### src/rtl/mem_port_arbiter_pkg.sv
// Shared encodings for the unified-memory port arbiter: requester IDs,
// FSM states and the starvation counter geometry.
package mem_port_arbiter_pkg;

    typedef enum logic [1:0] {
        OWN_NONE = 2'd0,
        OWN_I    = 2'd1,
        OWN_D    = 2'd2,
        OWN_L    = 2'd3
    } owner_t;

    typedef enum logic {
        ST_IDLE = 1'b0,
        ST_WAIT = 1'b1
    } state_t;

    localparam int              CNT_W   = 4;
    localparam logic [CNT_W-1:0] CNT_SAT = 4'd15;

endpackage

### src/rtl/mem_arb_starve_cnt.sv
// Saturating count of cycles the fetch port has waited; flags when the
// wait has reached the override threshold.
module mem_arb_starve_cnt
    import mem_port_arbiter_pkg::*;
#(
    parameter int MAX_WAIT = 4
) (
    input  logic clk,
    input  logic reset,
    input  logic inc,
    input  logic clr,
    output logic starved
);

    localparam logic [CNT_W-1:0] MAX_WAIT_C = CNT_W'(MAX_WAIT);

    logic [CNT_W-1:0] cnt_reg;

    always_ff @(posedge clk or negedge reset) begin
        if (!reset) begin
            cnt_reg <= '0;
        end else if (clr) begin
            cnt_reg <= '0;
        end else if (inc && (cnt_reg != CNT_SAT)) begin
            cnt_reg <= cnt_reg + 1'b1;
        end
    end

    assign starved = (cnt_reg >= MAX_WAIT_C);

endmodule

### src/rtl/mem_port_arbiter.sv
// Shares one single-port memory between fetch (I), load/store (D) and the
// boot loader (L); one outstanding transaction, D > I with starvation override.
module mem_port_arbiter
    import mem_port_arbiter_pkg::*;
#(
    parameter int AW       = 32,
    parameter int DW       = 32,
    parameter int MAX_WAIT = 4
) (
    input  logic            clk,
    input  logic            reset,
    input  logic            boot_mode,
    input  logic            i_req,
    input  logic [AW-1:0]   i_addr,
    output logic            i_gnt,
    output logic            i_rvalid,
    output logic [DW-1:0]   i_rdata,
    input  logic            d_req,
    input  logic [AW-1:0]   d_addr,
    input  logic [DW/8-1:0] d_we,
    input  logic [DW-1:0]   d_wdata,
    output logic            d_gnt,
    output logic            d_rvalid,
    output logic [DW-1:0]   d_rdata,
    input  logic            l_req,
    input  logic [AW-1:0]   l_addr,
    input  logic [DW/8-1:0] l_we,
    input  logic [DW-1:0]   l_wdata,
    output logic            l_gnt,
    output logic            l_rvalid,
    output logic            m_req,
    output logic [AW-1:0]   m_addr,
    output logic [DW/8-1:0] m_we,
    output logic [DW-1:0]   m_wdata,
    input  logic            m_gnt,
    input  logic            m_rvalid,
    input  logic [DW-1:0]   m_rdata,
    output logic            err
);

    state_t state_reg, state_next;
    owner_t owner_reg, owner_next;
    owner_t winner;
    logic   err_reg;
    logic   starved;

    mem_arb_starve_cnt #(
        .MAX_WAIT (MAX_WAIT)
    ) u_starve_cnt (
        .clk     (clk),
        .reset   (reset),
        .inc     (i_req && !boot_mode),
        .clr     (i_gnt || !i_req || boot_mode),
        .starved (starved)
    );

    always_comb begin
        winner = OWN_NONE;
        if (boot_mode) begin
            if (l_req) winner = OWN_L;
        end else if (i_req && starved) begin
            winner = OWN_I;
        end else if (d_req) begin
            winner = OWN_D;
        end else if (i_req) begin
            winner = OWN_I;
        end
    end

    // Outputs are qualified by reset so they fall to zero the moment reset asserts.
    always_comb begin
        state_next = state_reg;
        owner_next = owner_reg;
        i_gnt      = 1'b0;
        d_gnt      = 1'b0;
        l_gnt      = 1'b0;
        i_rvalid   = 1'b0;
        d_rvalid   = 1'b0;
        l_rvalid   = 1'b0;
        i_rdata    = '0;
        d_rdata    = '0;
        m_req      = 1'b0;
        m_addr     = '0;
        m_we       = '0;
        m_wdata    = '0;
        if (reset) begin
            case (state_reg)
                ST_IDLE: begin
                    case (winner)
                        OWN_I: begin
                            m_req  = 1'b1;
                            m_addr = i_addr;
                        end
                        OWN_D: begin
                            m_req   = 1'b1;
                            m_addr  = d_addr;
                            m_we    = d_we;
                            m_wdata = d_wdata;
                        end
                        OWN_L: begin
                            m_req   = 1'b1;
                            m_addr  = l_addr;
                            m_we    = l_we;
                            m_wdata = l_wdata;
                        end
                        default: ;
                    endcase
                    if ((winner != OWN_NONE) && m_gnt) begin
                        state_next = ST_WAIT;
                        owner_next = winner;
                        i_gnt      = (winner == OWN_I);
                        d_gnt      = (winner == OWN_D);
                        l_gnt      = (winner == OWN_L);
                    end
                end
                ST_WAIT: begin
                    if (m_rvalid) begin
                        state_next = ST_IDLE;
                        owner_next = OWN_NONE;
                        i_rvalid   = (owner_reg == OWN_I);
                        d_rvalid   = (owner_reg == OWN_D);
                        l_rvalid   = (owner_reg == OWN_L);
                        if (owner_reg == OWN_I) i_rdata = m_rdata;
                        if (owner_reg == OWN_D) d_rdata = m_rdata;
                    end
                end
                default: ;
            endcase
        end
    end

    always_ff @(posedge clk or negedge reset) begin
        if (!reset) begin
            state_reg <= ST_IDLE;
            owner_reg <= OWN_NONE;
            err_reg   <= 1'b0;
        end else begin
            state_reg <= state_next;
            owner_reg <= owner_next;
            if ((state_reg == ST_IDLE) && m_rvalid) err_reg <= 1'b1;
        end
    end

    assign err = err_reg;

endmodule

### config.mk
export PLATFORM = sky130hd
export DESIGN_NAME = mem_port_arbiter
export DESIGN_NICKNAME = d
export VERILOG_FILES = /design/src/rtl/mem_port_arbiter_pkg.sv /design/src/rtl/mem_arb_starve_cnt.sv /design/src/rtl/mem_port_arbiter.sv
export SDC_FILE = /design/constraint.sdc
export NUM_CORES = 1
export LEC_CHECK = 0
export CELL_PAD_IN_SITES_DETAIL_PLACEMENT = 1
export CELL_PAD_IN_SITES_GLOBAL_PLACEMENT = 2
export CORE_ASPECT_RATIO = 0.5
export CORE_MARGIN = 1
export CORE_UTILIZATION = 10
export DETAILED_ROUTE_END_ITERATION = 8
export PLACE_DENSITY_LB_ADDON = 0.08
export REMOVE_ABC_BUFFERS = 1
export SLEW_MARGIN = 0
export SYNTH_ARGS = -nofsm -noshare
export SYNTH_HDL_FRONTEND = slang
export SYNTH_SLANG_ARGS = --single-unit
### constraint.sdc
create_clock -name clk -period 2.25 [get_ports clk]
set_input_delay 0.45 -clock clk [delete_from_list [all_inputs] [get_ports clk]]
set_output_delay 0.45 -clock clk [all_outputs]
set_load 0.02 [all_outputs]
==> run_results.csv, run 1 <==
group,metric,value,unit
die,die_area,21800,um^2
synthesis,yosysMostFrequentCell,"and2_1",
route,dr.pass1.iters,4,
grt,grt_pass1_wl,24.3,mm
route,wire_per_inst,17.7,um
run_status,status,"completed",
clock_tree,cts_tree,"built",
timing,period_share,0.984,
die,ioPinCount,348,
synthesis,synthCells,322,
route,ant_nets,0,
grt,grt.busiest_layer,"met2",
synthesis,ys_async_sr_fraction,1.00,
grt,use_met1,0.169,
synthesis,ys.flop_type,"dfrtp_1",
worst_setup_path,crit_arrival,1.76,ns
timing,tightest_slew,0.346,ns
final_layout,final_nets,899,
synthesis,synth_top_cell_area_share,0.192,
clock_tree,path_clk_slew,0.04,ns
clock_tree,cts_sinks,8,
grt,grt-ovfl-total,0,
worst_setup_path,cp_max_fo,21,
final_layout,drive_gt1_frac,0.340,
clock_tree,clockRootBuffer,"clkbuf_16",
run,maxCapViolations,0,
synthesis,synthDistinctLibCells,31,
die,row_count,37,
final_layout,antenna_cells,0,
placement,port_buffers,347,
route,drc,0,
grt,grtUsageTotal,0.144,
placement,hpwl,12.4,mm
worst_setup_path,start_kind,"primary input",
timing,hold_violations,0,
synthesis,synth_edf_count,0,
timing,final.setup.worst_slack,0.0362,ns
worst_setup_path,crit_type,"primary input to output pin",
die,die_w,208,um
timing,setup_viol,0,
route,num_vias,3782,
worst_setup_path,reg2reg_depth,8,
power,peakVddDrop,0.000225,V
die,core,20700,um^2
synthesis,syn_area,2120,um^2
route,via_per_inst,3.94,
grt,grt_pass1_vias,3829,
timing,maxSlewHeadroom,0.768,
die,start_util,0.103,
worst_setup_path,cp_data_required_time,1.80,ns
synthesis,yosysSeqAreaShare,0.0943,
timing,rsz0062_at_grt,"yes",
die,die_h,105,um
grt,grt_util_met2,0.274,
worst_setup_path,endpoint_kind,"output pin",
timing,fin_skew,0.00119,ns
final_layout,multi_input_area,1830,um^2
synthesis,yosysTopAreaCell,"and2_1",
final_layout,final_util,0.300,
route,drt_iter0_drc,157,
final_layout,nFillCells,2467,
clock_tree,clock_latency,0.23,ns
hold_path,hold_path.class,"primary input to async pin",
power,cellLeakagePower,2.65,nW
clock_tree,holdBufCountCts,0,
worst_setup_path,r2r_start,"u_starve_cnt.cnt_reg[3]",
timing,finalCriticalPeriod,2.21,ns
synthesis,synthTopCellsByArea,"and2_1 (19%), a22oi_1 (17%), a22oi_2 (12%)",
route,finalWirelength,17.0,mm
grt,antenna_found_initial,0,
synthesis,synth_seq_cells,8,
grt,use_met3,0.0252,
final_layout,seqCellArea,200,um^2
synthesis,synth_top_cells_by_count,"and2_1 (65), a22oi_1 (48), nor2_1 (41)",
synthesis,yosys_warnings,0,
placement,dp_slack,-0.676,ns
placement,place.gp.congestion,0.760,
clock_tree,cts_buffer_depth,2,
final_layout,final_cell_count_no_fill,961,
placement,dp.cells,934,
clock_tree,cts_buffers,3,
power,p_total,1.83,mW
timing,drv_slew,0,
final_layout,area_delta_synth_final,193,%
clock_tree,htreeDepth,1,
power,power_density,294,nW/um^2
final_layout,largest_reg_flops,4,
grt,grt_max_degree,37,
synthesis,syn-mean-instance-area,6.59,um^2
worst_setup_path,critPathLaunch,"i_req",
timing,fmax,0.452,GHz
==> layout make-up <==
class / count / share of cell area
Multi-Input combinational cell: 279 / 0.295
Clock buffer: 3 / 0.0121
Inverter: 3 / 0.00181
Tap cell: 273 / 0.0550
Sequential cell: 8 / 0.0322
Timing Repair Buffer: 395 / 0.604
==> cell families after synthesis <==
logic type	synth area share
and+or+nand+nor	0.398
buffers and inverters	0.101
DFF	0.0943
adders and majority gates	0.00590
muxes	0.00472
AOI/OAI and AO/OA	0.392
xor gates and xnor gates	0.00413
==> per-stage QoR <==
stage,TNS (ns),hold slack [ns],cell area [um^2]
finish,0,0.324,6210
detailed placement,-79.26,0.468,6030
global route,-0.0484,0.352,6210
global placement,-77.81,0.452,6030
floorplan,-66.94,0.154,1920
CTS,0,0.332,6220
==> worst paths after layout <==
path,to,slack [ns]
setup / recovery,m_wdata[28],0.04
max in group asynchronous,owner_reg[0],1.78
min in group clk,err,0.47
hold reg to reg,err,0.47
hold / removal,err,0.32
setup reg to reg,owner_reg[1],0.66
==> critical path: stages <==
cell,delay [ns]
clkdlybuf4s15_1,0.20
o21ai_1,0.07
and3b_2,0.23
buf_4,0.15
buf_12,0.15
a22oi_2,0.20
nor2_1,0.05
clkdlybuf4s15_2,0.25
==> where the power goes <==
part | switching [mW] | total [mW] | internal [mW] | leakage (nW)
combinational | 0.580 | 1.32 | 0.736 | 2.52
sequential | 0.0428 | 0.212 | 0.169 | 0.100
clock | 0.0689 | 0.298 | 0.229 | 0.0370
total | 0.692 | 1.83 | 1.13 | 2.65
==> layer usage <==
metal	share of wire	wire length, um
met2	0.52	8890
met1	0.42	7100
met4	0.0098	167
met5	0	0
met3	0.051	870
==> cells in the final DEF, fill, tap and decap left out, drive strengths merged, types with 3 or more instances in the layout <==
cell / n
dfrtp: 8
nor2b: 5
o21ai: 5
bufbuf: 3
dlygate4sd2: 5
inv: 3
a22oi: 68
clkdlybuf4s50: 202
nand2: 38
clkbuf: 5
nor2: 43
buf: 170
nand3: 4
and2: 65
clkdlybuf4s15: 13
a21oi: 33
==> timing repair <==
item | CTS | global route
setup buffers | 10 | 4
hold endpoints to repair | 0 | 0
setup endpoints to repair | 139 | 50
pin swaps | 4 | 5
gates cloned | 9 | 2
resized for setup | 602 | 45
Power figures use the tool's default switching activity.
==> run 2, diff against run 1 <==
- MAX_ROUTING_LAYER: not set -> met4
==> run 2 against run 1 <==
  * Non-clock buffer count fell by 1
  * Register-to-register slack barely moved
  * Core utilization barely moved
  * Design area barely moved
  * Clock power barely moved
  * Via count fell by 0.16%
  * Worst setup slack improved by 0.0025 ns
  * Die area did not move
  * Sequential power barely moved
  * Clock-buffer cell count did not move
  * Largest cell class unchanged
  * Largest power group unchanged
==> run_results.csv, run 2 (synthesis gave the netlist of run 1 again) <==
group,metric,value,unit
worst_setup_path,cpPeakStageDelay,0.25,ns
timing,fmax,0.452,GHz
timing,tightest_slew,0.345,ns
die,die_h,105,um
placement,dp_slack,-0.676,ns
route,dr.pass1.iters,4,
worst_setup_path,cp_data_required_time,1.80,ns
clock_tree,htreeDepth,1,
route,finalWirelength,17.1,mm
power,peakVddDrop,0.000225,V
worst_setup_path,cp_max_fo,21,
power,power_density,294,nW/um^2
route,via_per_inst,3.93,
grt,grtUsageTotal,0.148,
clock_tree,cts_tree,"built",
worst_setup_path,reg2reg_depth,8,
placement,place.gp.congestion,0.770,
worst_setup_path,path_cells,"clkdlybuf4s15_1 > o21ai_1 > and3b_2 > buf_4 > buf_12 > a22oi_2 > nor2_1 > clkdlybuf4s15_2",
clock_tree,clock_latency,0.23,ns
clock_tree,path_clk_slew,0.04,ns
die,core,20700,um^2
timing,maxSlewHeadroom,0.769,
route,ant_nets,0,
die,die_w,208,um
placement,port_buffers,347,
final_layout,drive_gt1_frac,0.336,
grt,grt_pass1_wl,24.3,mm
die,die_area,21800,um^2
run,maxCapViolations,0,
worst_setup_path,r2r_start,"u_starve_cnt.cnt_reg[3]",
worst_setup_path,cpMaxStageDelayCell,"clkdlybuf4s15_2",
placement,place_area,6030,um^2
worst_setup_path,rr_endpoint,"owner_reg[1]",
timing,finalCriticalPeriod,2.21,ns
grt,grt-ovfl-total,0,
die,start_util,0.103,
timing,final.setup.worst_slack,0.0388,ns
timing,drv_slew,0,
final_layout,final_nets,898,
power,cellLeakagePower,2.65,nW
placement,hpwl,12.4,mm
timing,fin_skew,0.00119,ns
route,drt_iter0_drc,136,
final_layout,largest_reg_flops,4,
timing,setup_viol,0,
final_layout,nFillCells,2464,
clock_tree,cts_buffers,3,
final_layout,final_util,0.300,
die,ioPinCount,348,
worst_setup_path,start_kind,"primary input",
route,wire_per_inst,17.8,um
route,num_vias,3776,
die,row_count,37,
final_layout,multi_input_area,1830,um^2
final_layout,mostFrequentLayoutCells,"clkdlybuf4s50_1 (202), buf_4 (77), buf_2 (67)",
grt,grt_max_degree,37,
worst_setup_path,crit_type,"primary input to output pin",
hold_path,hold_path.class,"primary input to async pin",
final_layout,area_delta_synth_final,193,%
timing,hold_violations,0,
worst_setup_path,r2r_setup_slack,0.67,ns
run_status,status,"completed",
grt,antenna_found_initial,0,
final_layout,final_common_cell,"clkdlybuf4s50_1",
worst_setup_path,endpoint_kind,"output pin",
timing,period_share,0.983,
route,drc,0,
placement,dp.cells,934,
final_layout,antenna_cells,0,
final_layout,final_cell_area,6210,um^2
grt,grt_pass1_vias,3831,
final_layout,final_cell_count_no_fill,960,
worst_setup_path,crit_arrival,1.76,ns
clock_tree,cts_sinks,8,
timing,rsz0062_at_grt,"yes",
timing,fin_setup_tns,0,ns
final_layout,seqCellArea,200,um^2
clock_tree,holdBufCountCts,0,
clock_tree,clockRootBuffer,"clkbuf_16",
clock_tree,cts_buffer_depth,2,
## run 2: cell count changes in the layout (fill, tap and decap cells not counted), sizes merged
cell / previous run / this run
buf: 170 / 169
## run 2: how the worst max path moves through the flow
stage                            startpoint          end  slack (ns)  cells past startpoint
finish                                i_req  m_wdata[28]        0.04                      8
global route        u_starve_cnt.cnt_reg[3]    m_addr[5]       -0.03                      7
CTS                                   reset   d_rdata[3]      0.0008                      8
detailed placement                    i_req   m_addr[20]       -0.68                      7
global placement                      reset    m_addr[9]       -0.68                      7
floorplan           u_starve_cnt.cnt_reg[2]    m_addr[0]       -1.02                      4
## run 2: routing by layer
layer  vias up  routed length (um)  GRT usage
met3         8                 792     0.0222
met4         0                 167     0.0222
li1       1870                   -          -
met2       128                8860      0.272
met5         -                   0          -
met1      1770                7230      0.174
## run 2: what timing repair did
item                                    CTS  global route
cloned                                    9             2
hold endpoints to repair                  0             0
endpoints found under the setup margin  139            50
pin swaps                                 4             7
gates resized for setup                 602            43
setup buffers                            10             3
## run 2: worst max-delay path: cells and delay by family
family                 cells  cell delay (ns)
buffers and inverters      4             0.75
AO/OA/AOI/OAI              2             0.26
AND/OR/NAND/NOR            2             0.28
## run 2: final cells by class
cell class                 instances  area share
timing repair buffer             394       0.605
inverter                           3     0.00181
sequential                         8      0.0322
clock buffer                       3      0.0121
tap                              273      0.0550
multi-input combinational        279       0.294
## run 2: where the power goes
part / internal (mW) / total [mW] / switching (mW)
combinational: 0.736 / 1.32 / 0.579
clock: 0.229 / 0.298 / 0.0687
sequential: 0.169 / 0.212 / 0.0428
total: 1.13 / 1.83 / 0.691
## run 2: metrics by stage
stage | total power, mW | hold WS, ns
finish | 1.83 | 0.325
global route | 1.94 | 0.352
CTS | 1.84 | 0.332
detailed placement | 1.45 | 0.468
global placement | 1.45 | 0.452
floorplan | 0.639 | 0.154
==> run 3, diff against run 2 <==
- CORE_AREA: not set -> 2 2 134 136
- CORE_ASPECT_RATIO: 0.5 -> not set
- CORE_MARGIN: 1 -> not set
- CORE_UTILIZATION: 10 -> not set
- DIE_AREA: not set -> 0 0 136 138
- DONT_BUFFER_PORTS: not set -> 1
- PLACE_DENSITY_LB_ADDON: 0.08 -> 0.3
- RECOVER_POWER: not set -> 25
==> run 3 against run 2 <==
  * Global-route usage down 4.5 points
  * Clock power up 2%
  * Sequential share of layout area up 3.3 points
  * Design area down 50%
  * Highest routed layer unchanged
==> run_results.csv, run 3 (synthesis gave the netlist of run 1 again) <==
group,metric,value,unit
clock_tree,htreeDepth,1,
clock_tree,cts_sinks,8,
grt,grt_pass1_wl,15.1,mm
power,cellLeakagePower,1.20,nW
route,via_per_inst,4.58,
die,start_util,0.121,
grt,grt_pass1_vias,2740,
timing,final.setup.worst_slack,0.0499,ns
grt,grtUsageTotal,0.104,
timing,tightest_slew,0.418,ns
route,drc,0,
final_layout,final_common_cell,"buf_4",
placement,place_area,2870,um^2
route,finalWirelength,11.0,mm
final_layout,final_cell_area,3130,um^2
worst_setup_path,critPathLaunch,"u_starve_cnt.cnt_reg[2]",
final_layout,antenna_cells,0,
worst_setup_path,cp_max_fo,7,
worst_setup_path,reg2reg_depth,4,
worst_setup_path,crit_type,"register to output pin",
worst_setup_path,crit_arrival,1.75,ns
clock_tree,cts_buffers,3,
clock_tree,cts_buffer_depth,2,
die,die_h,138,um
timing,setup_viol,0,
power,power_density,387,nW/um^2
die,ioPinCount,348,
placement,place.gp.congestion,0.777,
worst_setup_path,r2r_setup_slack,0.78,ns
route,drt_iter0_drc,146,
grt,antenna_found_initial,0,
worst_setup_path,endpoint_kind,"output pin",
timing,fin_skew,0.00222,ns
worst_setup_path,start_kind,"register",
timing,maxSlewHeadroom,0.721,
clock_tree,clock_latency,0.23,ns
placement,port_buffers,0,
final_layout,final_util,0.178,
final_layout,mostFrequentLayoutCells,"buf_4 (75), and2_1 (64), a22oi_1 (46)",
final_layout,final_nets,591,
route,ant_nets,0,
route,num_vias,2791,
timing,period_share,0.978,
worst_setup_path,rr_endpoint,"u_starve_cnt.cnt_reg[3]",
worst_setup_path,r2r_start,"state_reg",
final_layout,drive_gt1_frac,0.324,
clock_tree,cts_tree,"built",
run_status,status,"completed",
route,wire_per_inst,18.1,um
clock_tree,clockRootBuffer,"clkbuf_16",
die,die_area,18800,um^2
grt,grt_max_degree,70,
timing,rsz0062_at_grt,"yes",
timing,hold_violations,0,
die,core,17500,um^2
timing,fmax,0.455,GHz
worst_setup_path,endpoint,"m_addr[31]",
run,maxCapViolations,0,
placement,dp_slack,0.178,ns
worst_setup_path,cp_data_required_time,1.80,ns
hold_path,hold_path.class,"primary input to register",
timing,finalCriticalPeriod,2.20,ns
timing,drv_slew,0,
die,row_count,49,
final_layout,area_delta_synth_final,47.3,%
clock_tree,path_clk_slew,0.04,ns
grt,grt-ovfl-total,0,
final_layout,largest_reg_flops,4,
placement,hpwl,8.50,mm
final_layout,nFillCells,2169,
route,dr.pass1.iters,4,
timing,fin_setup_tns,0,ns
die,die_w,136,um
power,p_total,1.21,mW
power,peakVddDrop,0.000176,V
==> run 3: cell count changes in the layout (fill, tap and decap cells not counted), sizes merged <==
cell,change
clkdlybuf4s15,-13
dlygate4sd3,+1
bufbuf,-3
dlygate4sd2,-5
clkdlybuf4s50,-202
buf,-85
==> run 3: worst min path at each step <==
stage / from / endpoint / depth (start not counted)
floorplan: reset / err / 0
global placement: reset / u_starve_cnt.cnt_reg[0] / 0
detailed placement: reset / u_starve_cnt.cnt_reg[0] / 0
CTS: m_rvalid / err / 1
global route: m_rvalid / err / 1
finish: m_rvalid / err / 1
==> run 3: what timing repair did <==
item,4_1_cts,5_1_grt
hold endpoints to repair,8,0
setup endpoints to repair,23,62
gates cloned,2,2
gates resized for setup,5,7
setup buffers,1,1
pin swaps,4,11
hold buffers,1,0
==> run 3: area by class of cell <==
cell class                 count  area (um^2)  area share
clock buffer                   3         75.1      0.0240
inverter                       3         11.3     0.00360
multi-input combinational    279         1740       0.556
sequential                     8          203      0.0648
tap                          229          287      0.0916
timing repair buffer          87          813       0.260
==> run 3: worst max-delay path: stages, from the launching register on <==
cell and delay, ns:
dfrtp_2 0.44, o21ai_2 0.12, and3b_2 0.21, buf_12 0.16
clkbuf_16 0.17, a22oi_1 0.09, a21oi_1 0.17, buf_4 0.16
==> run 3: stage by stage <==
| stage | hold WS (ns) | std cells |
|---|---|---|
| 4_1_cts | 0.340 | 606 |
| 3_3_place_gp | 0.155 | 599 |
| 6_report | 0.343 | 609 |
| 3_5_place_dp | 0.155 | 599 |
| 2_1_floorplan | 0.154 | 290 |
| 5_1_grt | 0.348 | 609 |
==> run 3: where the power goes <==
group	total, mW	internal (mW)	switching, mW
logic	0.703	0.269	0.434
clock network	0.304	0.230	0.0745
registers	0.204	0.169	0.0344
total	1.21	0.668	0.543
==> run 3: metal layers <==
layer / track usage / up-vias / wire length [um] / part of all wire
li1: - / 1253 / - / -
met1: 0.125 / 1329 / 4280 / 0.39
met2: 0.188 / 202 / 5710 / 0.52
met3: 0.0128 / 7 / 960 / 0.087
met4: 0.0148 / 0 / 65 / 0.0059
met5: - / - / 0 / 0
